[src/rtl/rsa_pkg.sv]
// Shared constants and state types for the modular-exponentiation engine.
package rsa_pkg;
  localparam int WIDTH = 8;
  localparam int ACC_W = WIDTH + 2;
  localparam int CNT_W = $clog2(WIDTH) + 1;
  localparam int BIT_W = $clog2(WIDTH);

  typedef enum logic [2:0] {
    IDLE = 3'd0,
    TOM  = 3'd1,
    TOX  = 3'd2,
    SQR  = 3'd3,
    MUL  = 3'd4,
    FROM = 3'd5,
    DONE = 3'd6
  } state_t;

  typedef enum logic [1:0] {
    MM_IDLE = 2'd0,
    MM_ITER = 2'd1,
    MM_FIX  = 2'd2
  } mm_phase_t;
endpackage

[src/rtl/rsa_montmul.sv]
// Bit-serial Montgomery multiplier: res = a*b*2^-WIDTH mod p in WIDTH+2 cycles
// counting the issue cycle in which go is high.
module rsa_montmul
  import rsa_pkg::*;
(
  input  logic             clk,
  input  logic             rst,
  input  logic             go,
  input  logic [WIDTH-1:0] a,
  input  logic [WIDTH-1:0] b,
  input  logic [WIDTH-1:0] p,
  output logic [WIDTH-1:0] res,
  output logic             rdy
);
  mm_phase_t        phase;
  logic [WIDTH-1:0] a_sh;
  logic [WIDTH-1:0] b_r;
  logic [WIDTH-1:0] p_r;
  logic [ACC_W-1:0] acc;
  logic [CNT_W-1:0] cnt;
  logic [ACC_W-1:0] sum;
  logic [ACC_W-1:0] acc_nxt;
  logic [ACC_W-1:0] p_ext;

  always_comb begin
    p_ext = {2'b00, p_r};
    sum   = acc;
    if (a_sh[0]) begin
      sum = sum + {2'b00, b_r};
    end else begin
      sum = sum;
    end
    // Adding the odd modulus makes the sum even so the shift is exact.
    if (sum[0]) begin
      sum = sum + p_ext;
    end else begin
      sum = sum;
    end
    acc_nxt = {1'b0, sum[ACC_W-1:1]};
    if (acc >= p_ext) begin
      res = WIDTH'(acc - p_ext);
    end else begin
      res = acc[WIDTH-1:0];
    end
    rdy = (phase == MM_FIX);
  end

  always_ff @(posedge clk) begin
    if (rst) begin
      phase <= MM_IDLE;
      a_sh  <= '0;
      b_r   <= '0;
      p_r   <= '0;
      acc   <= '0;
      cnt   <= '0;
    end else begin
      case (phase)
        MM_IDLE: begin
          if (go) begin
            a_sh  <= a;
            b_r   <= b;
            p_r   <= p;
            acc   <= '0;
            cnt   <= '0;
            phase <= MM_ITER;
          end
        end
        MM_ITER: begin
          acc  <= acc_nxt;
          a_sh <= {1'b0, a_sh[WIDTH-1:1]};
          cnt  <= cnt + CNT_W'(1);
          if (cnt == CNT_W'(WIDTH - 1)) begin
            phase <= MM_FIX;
          end
        end
        MM_FIX:  phase <= MM_IDLE;
        default: phase <= MM_IDLE;
      endcase
    end
  end
endmodule

[src/rtl/rsa_modexp.sv]
// Left-to-right square-and-multiply modular exponentiation, c = m^e mod p,
// sequencing one shared Montgomery multiplier.
module rsa_modexp
  import rsa_pkg::*;
(
  input  logic             clk,
  input  logic             rst,
  input  logic             start,
  input  logic [WIDTH-1:0] p,
  input  logic [WIDTH-1:0] e,
  input  logic [WIDTH-1:0] m,
  input  logic [WIDTH-1:0] r2,
  output logic             busy,
  output logic             done,
  output logic [WIDTH-1:0] c
);
  state_t           state;
  state_t           state_nxt;
  logic [WIDTH-1:0] p_r, e_r, m_r, r2_r, x_r, xm_r;
  logic [BIT_W-1:0] bit_idx;
  logic             run;
  logic             go;
  logic             bit_dec;
  logic             accept;
  logic [WIDTH-1:0] op_a, op_b, mm_res;
  logic             mm_rdy;

  rsa_montmul u_mm (
    .clk (clk),
    .rst (rst),
    .go  (go),
    .a   (op_a),
    .b   (op_b),
    .p   (p_r),
    .res (mm_res),
    .rdy (mm_rdy)
  );

  always_comb begin
    op_a      = '0;
    op_b      = '0;
    state_nxt = state;
    bit_dec   = 1'b0;
    // done gates acceptance so a start in the pulse cycle is dropped.
    accept    = (state == IDLE) && start && !done;
    go        = !run && (state != IDLE) && (state != DONE);
    case (state)
      IDLE: begin
        if (accept) state_nxt = TOM;
        else        state_nxt = IDLE;
      end
      TOM: begin
        op_a = m_r;
        op_b = r2_r;
        if (mm_rdy) state_nxt = TOX;
        else        state_nxt = TOM;
      end
      TOX: begin
        op_a = WIDTH'(1);
        op_b = r2_r;
        if (mm_rdy) state_nxt = SQR;
        else        state_nxt = TOX;
      end
      SQR: begin
        op_a = x_r;
        op_b = x_r;
        if (mm_rdy) begin
          if (e_r[bit_idx])              state_nxt = MUL;
          else if (bit_idx == BIT_W'(0)) state_nxt = FROM;
          else begin
            state_nxt = SQR;
            bit_dec   = 1'b1;
          end
        end else begin
          state_nxt = SQR;
        end
      end
      MUL: begin
        op_a = x_r;
        op_b = xm_r;
        if (mm_rdy) begin
          if (bit_idx == BIT_W'(0)) state_nxt = FROM;
          else begin
            state_nxt = SQR;
            bit_dec   = 1'b1;
          end
        end else begin
          state_nxt = MUL;
        end
      end
      FROM: begin
        op_a = x_r;
        op_b = WIDTH'(1);
        if (mm_rdy) state_nxt = DONE;
        else        state_nxt = FROM;
      end
      DONE:    state_nxt = IDLE;
      default: state_nxt = IDLE;
    endcase
  end

  always_ff @(posedge clk) begin
    if (rst) begin
      state   <= IDLE;
      p_r     <= '0;
      e_r     <= '0;
      m_r     <= '0;
      r2_r    <= '0;
      x_r     <= '0;
      xm_r    <= '0;
      bit_idx <= '0;
      run     <= 1'b0;
      busy    <= 1'b0;
      done    <= 1'b0;
      c       <= '0;
    end else begin
      state <= state_nxt;
      busy  <= (state != IDLE) && (state != DONE);
      done  <= (state == DONE);
      if (accept) begin
        p_r     <= p;
        e_r     <= e;
        m_r     <= m;
        r2_r    <= r2;
        bit_idx <= BIT_W'(WIDTH - 1);
      end else if (bit_dec) begin
        bit_idx <= bit_idx - BIT_W'(1);
      end
      if (go)          run <= 1'b1;
      else if (mm_rdy) run <= 1'b0;
      // Product results land in their destination during the fix cycle.
      if (mm_rdy) begin
        case (state)
          TOM:            xm_r <= mm_res;
          TOX, SQR, MUL:  x_r  <= mm_res;
          FROM:           c    <= mm_res;
          default:        x_r  <= x_r;
        endcase
      end
    end
  end
endmodule

[config.mk]
export PLATFORM = sky130hd
export DESIGN_NAME = rsa_modexp
export DESIGN_NICKNAME = d
export VERILOG_FILES = /design/src/rtl/rsa_pkg.sv /design/src/rtl/rsa_montmul.sv /design/src/rtl/rsa_modexp.sv
export SDC_FILE = /design/constraint.sdc
export NUM_CORES = 1
export LEC_CHECK = 0
export ABC_AREA = 1
export CORE_MARGIN = 4
export CORE_UTILIZATION = 59
export DETAILED_ROUTE_END_ITERATION = 6
export PLACE_DENSITY = 0.89
export RECOVER_POWER = 100
export SYNTH_ARGS = -nofsm -noshare
export SYNTH_HDL_FRONTEND = slang
export SYNTH_SLANG_ARGS = --single-unit
[constraint.sdc]
create_clock -name clk -period 3.9 [get_ports clk]
set_input_delay 0.39 -clock clk [delete_from_list [all_inputs] [get_ports clk]]
set_output_delay 0.39 -clock clk [all_outputs]
set_load 0.05 [all_outputs]
==> results of run 1 <==
[critical path: stages, from the launching register on]
cell and delay, ns:
dfxtp_1 0.39, ha_1 0.21, inv_1 0.06, fa_1 0.36, inv_1 0.12, nand3_1 0.08
nand2_1 0.13, nand2_1 0.06, nand2_1 0.07, xor2_1 0.14, nand2_1 0.07, o21ai_0 0.10
ha_1 0.29, inv_1 0.12, o21ai_0 0.09, a31oi_1 0.20, nand2_1 0.09, nand2_1 0.08
nand2_1 0.07, nand2_1 0.07, nand2_1 0.05, nand3_1 0.06, a21oi_1 0.07
[power by group through the flow]
stage | Sequential [mW] | Clock (mW) | Combinational (mW)
after floorplan | 1.16 | 0 | 0.309
after global placement | 1.16 | 0 | 0.419
after detailed placement | 1.16 | 0 | 0.429
after CTS | 1.14 | 0.750 | 0.431
after global routing | 1.15 | 0.780 | 0.487
final | 1.14 | 0.746 | 0.430
[layer usage]
layer  track usage  share of wire  wire length [µm]  up-vias
li1              -              -                 -     2742
met1         0.333           0.44              6010     2471
met2         0.415           0.47              6470      216
met3        0.0376          0.070               964       20
met4        0.0731          0.017               227        0
met5             0              0                 0        -
[final timing paths]
check | endpoint | slack [ns]
worst max-delay path | u_mm.acc[8] | 0.69
worst min register to register | m_r[6] | 0.47
worst max register to register | u_mm.acc[8] | 0.69
worst min-delay path | m_r[6] | 0.47
[cell usage after synthesis (2+ instances only)]
cell type,instances,area share
o22ai_1,8,0.0088
o21ai_2,4,0.0062
a211oi_1,2,0.0026
nand3_1,26,0.023
dfxtp_1,104,0.37
buf_2,2,0.0018
nand4_1,2,0.0022
a21oi_1,77,0.068
fa_1,3,0.011
o211ai_1,5,0.0066
inv_1,108,0.072
buf_6,2,0.0040
nand3b_1,4,0.0053
xnor2_1,5,0.0077
clkbuf_1,21,0.014
nor3_1,5,0.0044
nand2_2,5,0.0055
xor2_1,9,0.014
ha_1,27,0.060
a31oi_1,10,0.011
o221ai_1,5,0.0077
nor2_1,105,0.070
inv_2,4,0.0026
o21ai_0,89,0.079
nand2_1,169,0.11
nor2_4,4,0.0079
[per-stage QoR]
stage | utilization | cell area, µm²
2_1_floorplan | - | 5670
3_3_place_gp | 0.665 | 6170
3_5_place_dp | 0.665 | 6170
4_1_cts | 0.689 | 6390
5_1_grt | 0.684 | 6350
6_report | 0.684 | 6350
[flip-flops by register name, summed over array words and instances, names as in the netlist]
signal      flops
p_r             8
r2_r            8
xm_r            8
x_r             8
u_mm.acc        9
bit_idx         3
u_mm.b_r        8
run             1
u_mm.a_sh       8
u_mm.cnt        4
c               8
done            1
m_r             8
u_mm.phase      2
busy            1
state           3
u_mm.p_r        8
e_r             8
[logic make-up (layout without fill, tap and decap cells)]
group | Yosys count | count (layout)
AND/OR/NAND/NOR | 328 | 328
flip-flops | 104 | 104
adder cells (fa/ha/maj) | 30 | 30
buffers and inverters | 140 | 177
AO/OA/AOI/OAI | 207 | 207
XOR/XNOR | 14 | 14
[cell type report]
class | count | area, µm²
clock inverters | 6 | 85.1
flip-flops and latches | 104 | 2080
clock buffers | 10 | 138
well taps | 129 | 161
inverters | 114 | 430
fillers | 825 | 2930
multi-input cells | 579 | 3000
repair buffers | 47 | 454
==> metrics.log, run 1 <==
INFO  metric vias_per_cell = roughly 5.5
INFO  metric cts-buffers-inserted = 9
INFO  metric yosys.area_share.simple = 0.246
INFO  metric worst_slew_margin_rel = -0.843
INFO  metric hold-path-cell-count = 2
INFO  metric cts_tree = yes
INFO  metric io_pins = 45
INFO  metric setup_viol = 0
INFO  metric antenna_violations_before_repair = 0
INFO  metric share_of_the_clock_period_used_by_the_worst_path = 0.822
INFO  metric synth-warning-count = 0
INFO  metric synth_enable_flop_cells = 0
INFO  metric synth_async_sr_flop_share = 0
INFO  metric worst-slew-pin-transition = about 2.8 ns
INFO  metric detailedPlace.worstSlack = 0.884 ns
INFO  metric critPathMaxFanout = 4
INFO  metric std_cell_rows = 35
INFO  metric die_area = 0.0112 mm²
INFO  metric grt_setup_unrepaired = false
INFO  metric timing.hold.worst.class = register to register
INFO  metric synth_fa_ha_area_frac = 0.0702
INFO  metric dpl.cell_count = just under 1000
INFO  metric clkLatencyLatePin = between 0.3 and 0.4 ns
INFO  metric grt_first_pass_wirelength = 22900 µm
INFO  metric hold_path_startpoint = m_r[6]
INFO  metric p_int = ~1.6 mW
INFO  metric worst_clock_skew = between 0.008 and 0.009 ns
INFO  metric clock.fmax = 312 MHz
INFO  metric cts-htree-levels = 3
INFO  metric synth_area_per_cell = 6.89 µm²
INFO  metric ir_worst_vdd = between 0.2 and 0.3 mV
INFO  metric synth.distinct_cells = 44
INFO  metric syn-instance-count = around 820
INFO  metric final-instance-count-excl-fill = roughly 1000
INFO  metric numClockSinks = ~100
INFO  metric failing_checks = capacitance limit, slew limit
INFO  metric mostFrequentLayoutCell = nand2_1
INFO  metric synth-seq-cells = ~100
INFO  metric clock_path_buffers = 2
INFO  metric worst_setup_path_startpoint = u_mm.acc[0]
INFO  metric power-per-cell-area = ~360 mW/mm²
INFO  metric pwr-share-comb = 0.186
INFO  metric p_leak = about 2.9 nW
INFO  metric worst_slack_on_hold_paths = about 0.47 ns
INFO  metric p_sw = approximately 730 µW
INFO  metric share_of_layout_cells_above_drive_strength_1 = 0.0419
INFO  metric post-route-worst-setup-slack = a little under 0.7 ns
INFO  metric timing.reg2reg.worst_path_depth = 22
INFO  metric maxSlewViolCount = a little over 60
INFO  metric areaGrowthSynthToFinish = 12.1%
INFO  metric synth_nets = between 800 and 900
INFO  metric cts_post_setup_buffers_inserted = 0
INFO  metric final-hold-violation-count = 0
INFO  metric switching_power_share_of_the_total = 0.316
INFO  metric drt_pass1_iterations = 5
INFO  metric power.sequential.fraction = 0.492
INFO  metric synth_compound_area_frac = 0.199
INFO  metric track_usage = 0.248
INFO  metric grt_pass1_vias = 4802
INFO  metric wire_per_inst = between 10 and 15 µm
INFO  metric wl = between 10000 and 15000 µm
INFO  metric yosys-mux-area-fraction = 0
INFO  metric fin_total_pwr = 2.32 mW
INFO  metric post_cts.resized_instances = 0
INFO  metric core_area = a little over 0.009 mm²
INFO  metric pwr-share-clk = 0.322
INFO  metric crit-reg2reg-launch = u_mm.acc[0]
INFO  metric synthFlopType = dfxtp_1
INFO  metric layout_min_cycle_time = ~3.2 ns
INFO  metric drtAntennaViolNets = 0
INFO  metric synth_sequential_area_ratio = 0.367
INFO  metric setup_tns_final = 0 ns
INFO  metric synth_top_family_by_area = simple AND/OR/NAND/NOR gates
INFO  metric drt_first_iter_violations = 455
INFO  metric clk_transition_reported_paths = roughly 0.11 ns
INFO  metric num-nets-final = 920
INFO  metric setup.worst_path.class = register to register
INFO  metric netlist_area = 0.00567 mm²
INFO  metric cts_root_buffer = clkbuf_8
INFO  metric wp_data_required = slightly above 4 ns
INFO  metric maximum_number_of_pins_on_one_net_before_global_route_repair = 61
INFO  metric status = finished, violations left
INFO  metric max_cap_viol_count = 1
INFO  metric start_kind = register
INFO  metric timing.critical_path.arrival = 3.35 ns
INFO  metric synth_xor_area_frac = 0.0216
INFO  metric die_x = between 100 and 150 µm
INFO  metric vias = approximately 5400
INFO  metric floorplan.initialDensity = 0.611
INFO  metric place_congestion = a little over 0.9
INFO  metric worst_setup_path_end_kind = register
INFO  metric antennaDiodeCount = 0
INFO  metric cts.hold.buffers_added = 0
INFO  metric global_route.overflow_total = 0
INFO  metric die-height = between 100 and 150 µm
INFO  metric dp_hpwl = roughly 10000 µm
INFO  metric most-common-layout-cells = nand2_1, inv_1, nor2_1
INFO  metric port_buffers = between 40 and 50
INFO  metric drt_drc_violations_left = 0
(Power assumes the default switching activity.)
==> run 2, diff against run 1 <==
==> constraint.sdc (replaced) <==
create_clock -name clk -period 3.2 [get_ports clk]
set_input_delay 0.32 -clock clk [delete_from_list [all_inputs] [get_ports clk]]
set_output_delay 0.32 -clock clk [all_outputs]
set_load 0.05 [all_outputs]
==> metrics.log, run 2 (synthesis gave the netlist of run 1 again) <==
INFO  metric port_buffers = 44
INFO  metric r2r-end = u_mm.acc[8]
INFO  metric drt_drc_violations_left = 0
INFO  metric floorplan.initialDensity = 0.611
INFO  metric drt_pass1_iterations = 7
INFO  metric track_usage = 0.243
INFO  metric p_sw = around 870 µW
INFO  metric die_area = around 0.011 mm²
INFO  metric grt_first_pass_wirelength = between 20000 and 25000 µm
INFO  metric cts-buffers-inserted = 9
INFO  metric reg2reg_slack = 0.23 ns
INFO  metric wire_per_inst = ~14 µm
INFO  metric status = finished clean
INFO  metric grt.met1_usage = 0.327
INFO  metric regMostFlops = u_mm.acc
INFO  metric timing.critical_path.arrival = roughly 3.2 ns
INFO  metric ir_worst_vdd = around 0.35 mV
INFO  metric timing.reg2reg.worst_path_depth = 21
INFO  metric wp_data_required = around 3.4 ns
INFO  metric clkLatencyLatePin = 0.37 ns
INFO  metric drt_first_iter_violations = 380
INFO  metric timing.hold.worst.class = register to register
INFO  metric share_of_the_clock_period_used_by_the_worst_path = 0.929
INFO  metric std_cell_rows = 35
INFO  metric p_int = 1.91 mW
INFO  metric p_leak = approximately 2.9 nW
INFO  metric maxSlewViolCount = 0
INFO  metric clock.fmax = approximately 340 MHz
INFO  metric switching_power_share_of_the_total = 0.313
INFO  metric hold-path-cell-count = 2
INFO  metric pwr-share-comb = 0.185
INFO  metric layout_min_cycle_time = approximately 3.0 ns
INFO  metric worst-slew-pin-transition = roughly 1.1 ns
INFO  metric pwr-share-clk = 0.314
INFO  metric num-nets-final = between 900 and 1000
INFO  metric worst_clock_skew = ~0.0054 ns
INFO  metric grtUsageMet3 = 0.0431
INFO  metric worst_slew_margin_rel = 0.246
INFO  metric die_x = around 110 µm
INFO  metric worst_setup_path_end_kind = register
INFO  metric core_area = around 0.0093 mm²
INFO  metric max_cap_viol_count = 0
INFO  metric cp_cell_sequence = inv_1 > fa_1 > inv_1 > nand3_1 > nand2_2 > nand2_1 > nand2_1 > xor2_1 > nand2_1 > o21ai_0 > ha_1 > inv_2 > o21ai_0 > a31oi_1 > nand2_1 > nand2_1 > nand2_1 > nand2_1 > nand2_1 > nand3_1 > a21oi_1
INFO  metric antenna_violations_before_repair = 0
INFO  metric fin_total_pwr = roughly 2.8 mW
INFO  metric largest_register_ffs = 9
INFO  metric areaGrowthSynthToFinish = 12.5%
INFO  metric wl = 13600 µm
INFO  metric globalRouteMet2Util = 0.404
INFO  metric drtAntennaViolNets = 0
INFO  metric dp_hpwl = approximately 9900 µm
INFO  metric crit-reg2reg-launch = u_mm.acc[1]
INFO  metric place_congestion = approximately 0.9
INFO  metric critical_path.top_delay_family = simple AND/OR/NAND/NOR gates
INFO  metric worstPathBufferInverterCount = 3
INFO  metric io_pins = 45
INFO  metric global_route.overflow_total = 0
INFO  metric crit_path_top_delay_cell = fa_1
INFO  metric final-hold-violation-count = 0
INFO  metric antennaDiodeCount = 0
INFO  metric worst_setup_path_startpoint = u_mm.acc[1]
INFO  metric critical-path-max-stage-delay = 0.44 ns
INFO  metric share_of_layout_cells_above_drive_strength_1 = 0.0473
INFO  metric global_route.peak_usage_layer = met2
INFO  metric cts_tree = yes
INFO  metric critPathMaxFanout = 5
INFO  metric worst_slack_on_hold_paths = about 0.47 ns
INFO  metric power-per-cell-area = 435 mW/mm²
INFO  metric vias_per_cell = roughly 5.4
INFO  metric cp.depth = 21
INFO  metric grt_pass1_vias = 4829
INFO  metric final.fill_count = 820
INFO  metric vias = around 5400
INFO  metric clock_path_buffers = 2
INFO  metric cts-htree-levels = 3
INFO  metric cts_root_buffer = clkbuf_8
INFO  metric cts.hold.buffers_added = 0
INFO  metric power.sequential.fraction = 0.501
INFO  metric start_kind = register
INFO  metric maximum_number_of_pins_on_one_net_before_global_route_repair = 61
INFO  metric mostFrequentLayoutCell = nand2_1
INFO  metric setup.worst_path.class = register to register
INFO  metric setup_viol = 0
INFO  metric die-height = approximately 110 µm
INFO  metric critPathMostFrequentCell = nand2_1
INFO  metric numClockSinks = roughly 100
INFO  metric critPathCapture = u_mm.acc[8]
INFO  metric most-common-layout-cells = nand2_1, inv_1, nor2_1
INFO  metric clk_transition_reported_paths = between 0.1 and 0.15 ns
[run 2: changes by cell type in the layout (fill, tap and decap cells not counted), sizes merged]
| cell | change |
|---|---|
| buf | +5 |
| clkinv | +1 |
[run 2: routing by layer]
metal,vias to the layer above,routed length (µm),part of all wire
met5,-,0,0
met4,0,201,0.015
met3,17,893,0.066
met2,180,6390,0.47
met1,2431,6080,0.45
li1,2750,-,-
[run 2: final cells by class]
type | count | area [µm²] | share of cell area
multi-input combinational | 579 | 2990 | 0.469
sequential | 104 | 2080 | 0.327
clock buffer | 9 | 124 | 0.0194
clock inverter | 7 | 87.6 | 0.0137
timing repair buffer | 53 | 498 | 0.0781
tap | 129 | 161 | 0.0253
inverter | 114 | 428 | 0.0671
[run 2: worst min path at each step]
stage / startpoint / end
2_1_floorplan: m_r[1] / m_r[1]
3_3_place_gp: m_r[5] / m_r[5]
3_5_place_dp: m_r[5] / m_r[5]
4_1_cts: m_r[5] / m_r[5]
5_1_grt: m_r[3] / m_r[3]
6_report: m_r[5] / m_r[5]
[run 2: timing repair]
item | 4_1_cts | 5_1_grt
resized for setup | 0 | 4
buffers inserted | 0 | 1
setup endpoints to repair | 0 | 4
[run 2: power by group through the flow]
stage	clock network (mW)	registers, mW	logic, mW
after detailed placement	0	1.42	0.524
after floorplan	0	1.41	0.376
after global routing	0.937	1.40	0.578
after CTS	0.879	1.39	0.526
after global placement	0	1.42	0.512
final	0.871	1.39	0.514
[run 2: worst reg2reg max path, delay by kind of cell, from the launching register on]
family	cells	cell delay [ns]
buffers and inverters	3	0.33
XOR/XNOR	1	0.14
AND/OR/NAND/NOR	11	0.80
flip-flops	1	0.43
adder cells (fa/ha/maj)	2	0.73
AO/OA/AOI/OAI	4	0.42
[run 2: through the flow]
step           area, µm²   TNS, ns  setup slack, ns  instances   util
2_1_floorplan       5670         0            0.489        823      -
3_3_place_gp        6210         0            0.300        978  0.669
3_5_place_dp        6210         0            0.213        978  0.669
4_1_cts             6420         0            0.168        994  0.692
5_1_grt             6370  -0.00637         -0.00637        995  0.687
6_report            6370         0            0.229        995  0.687
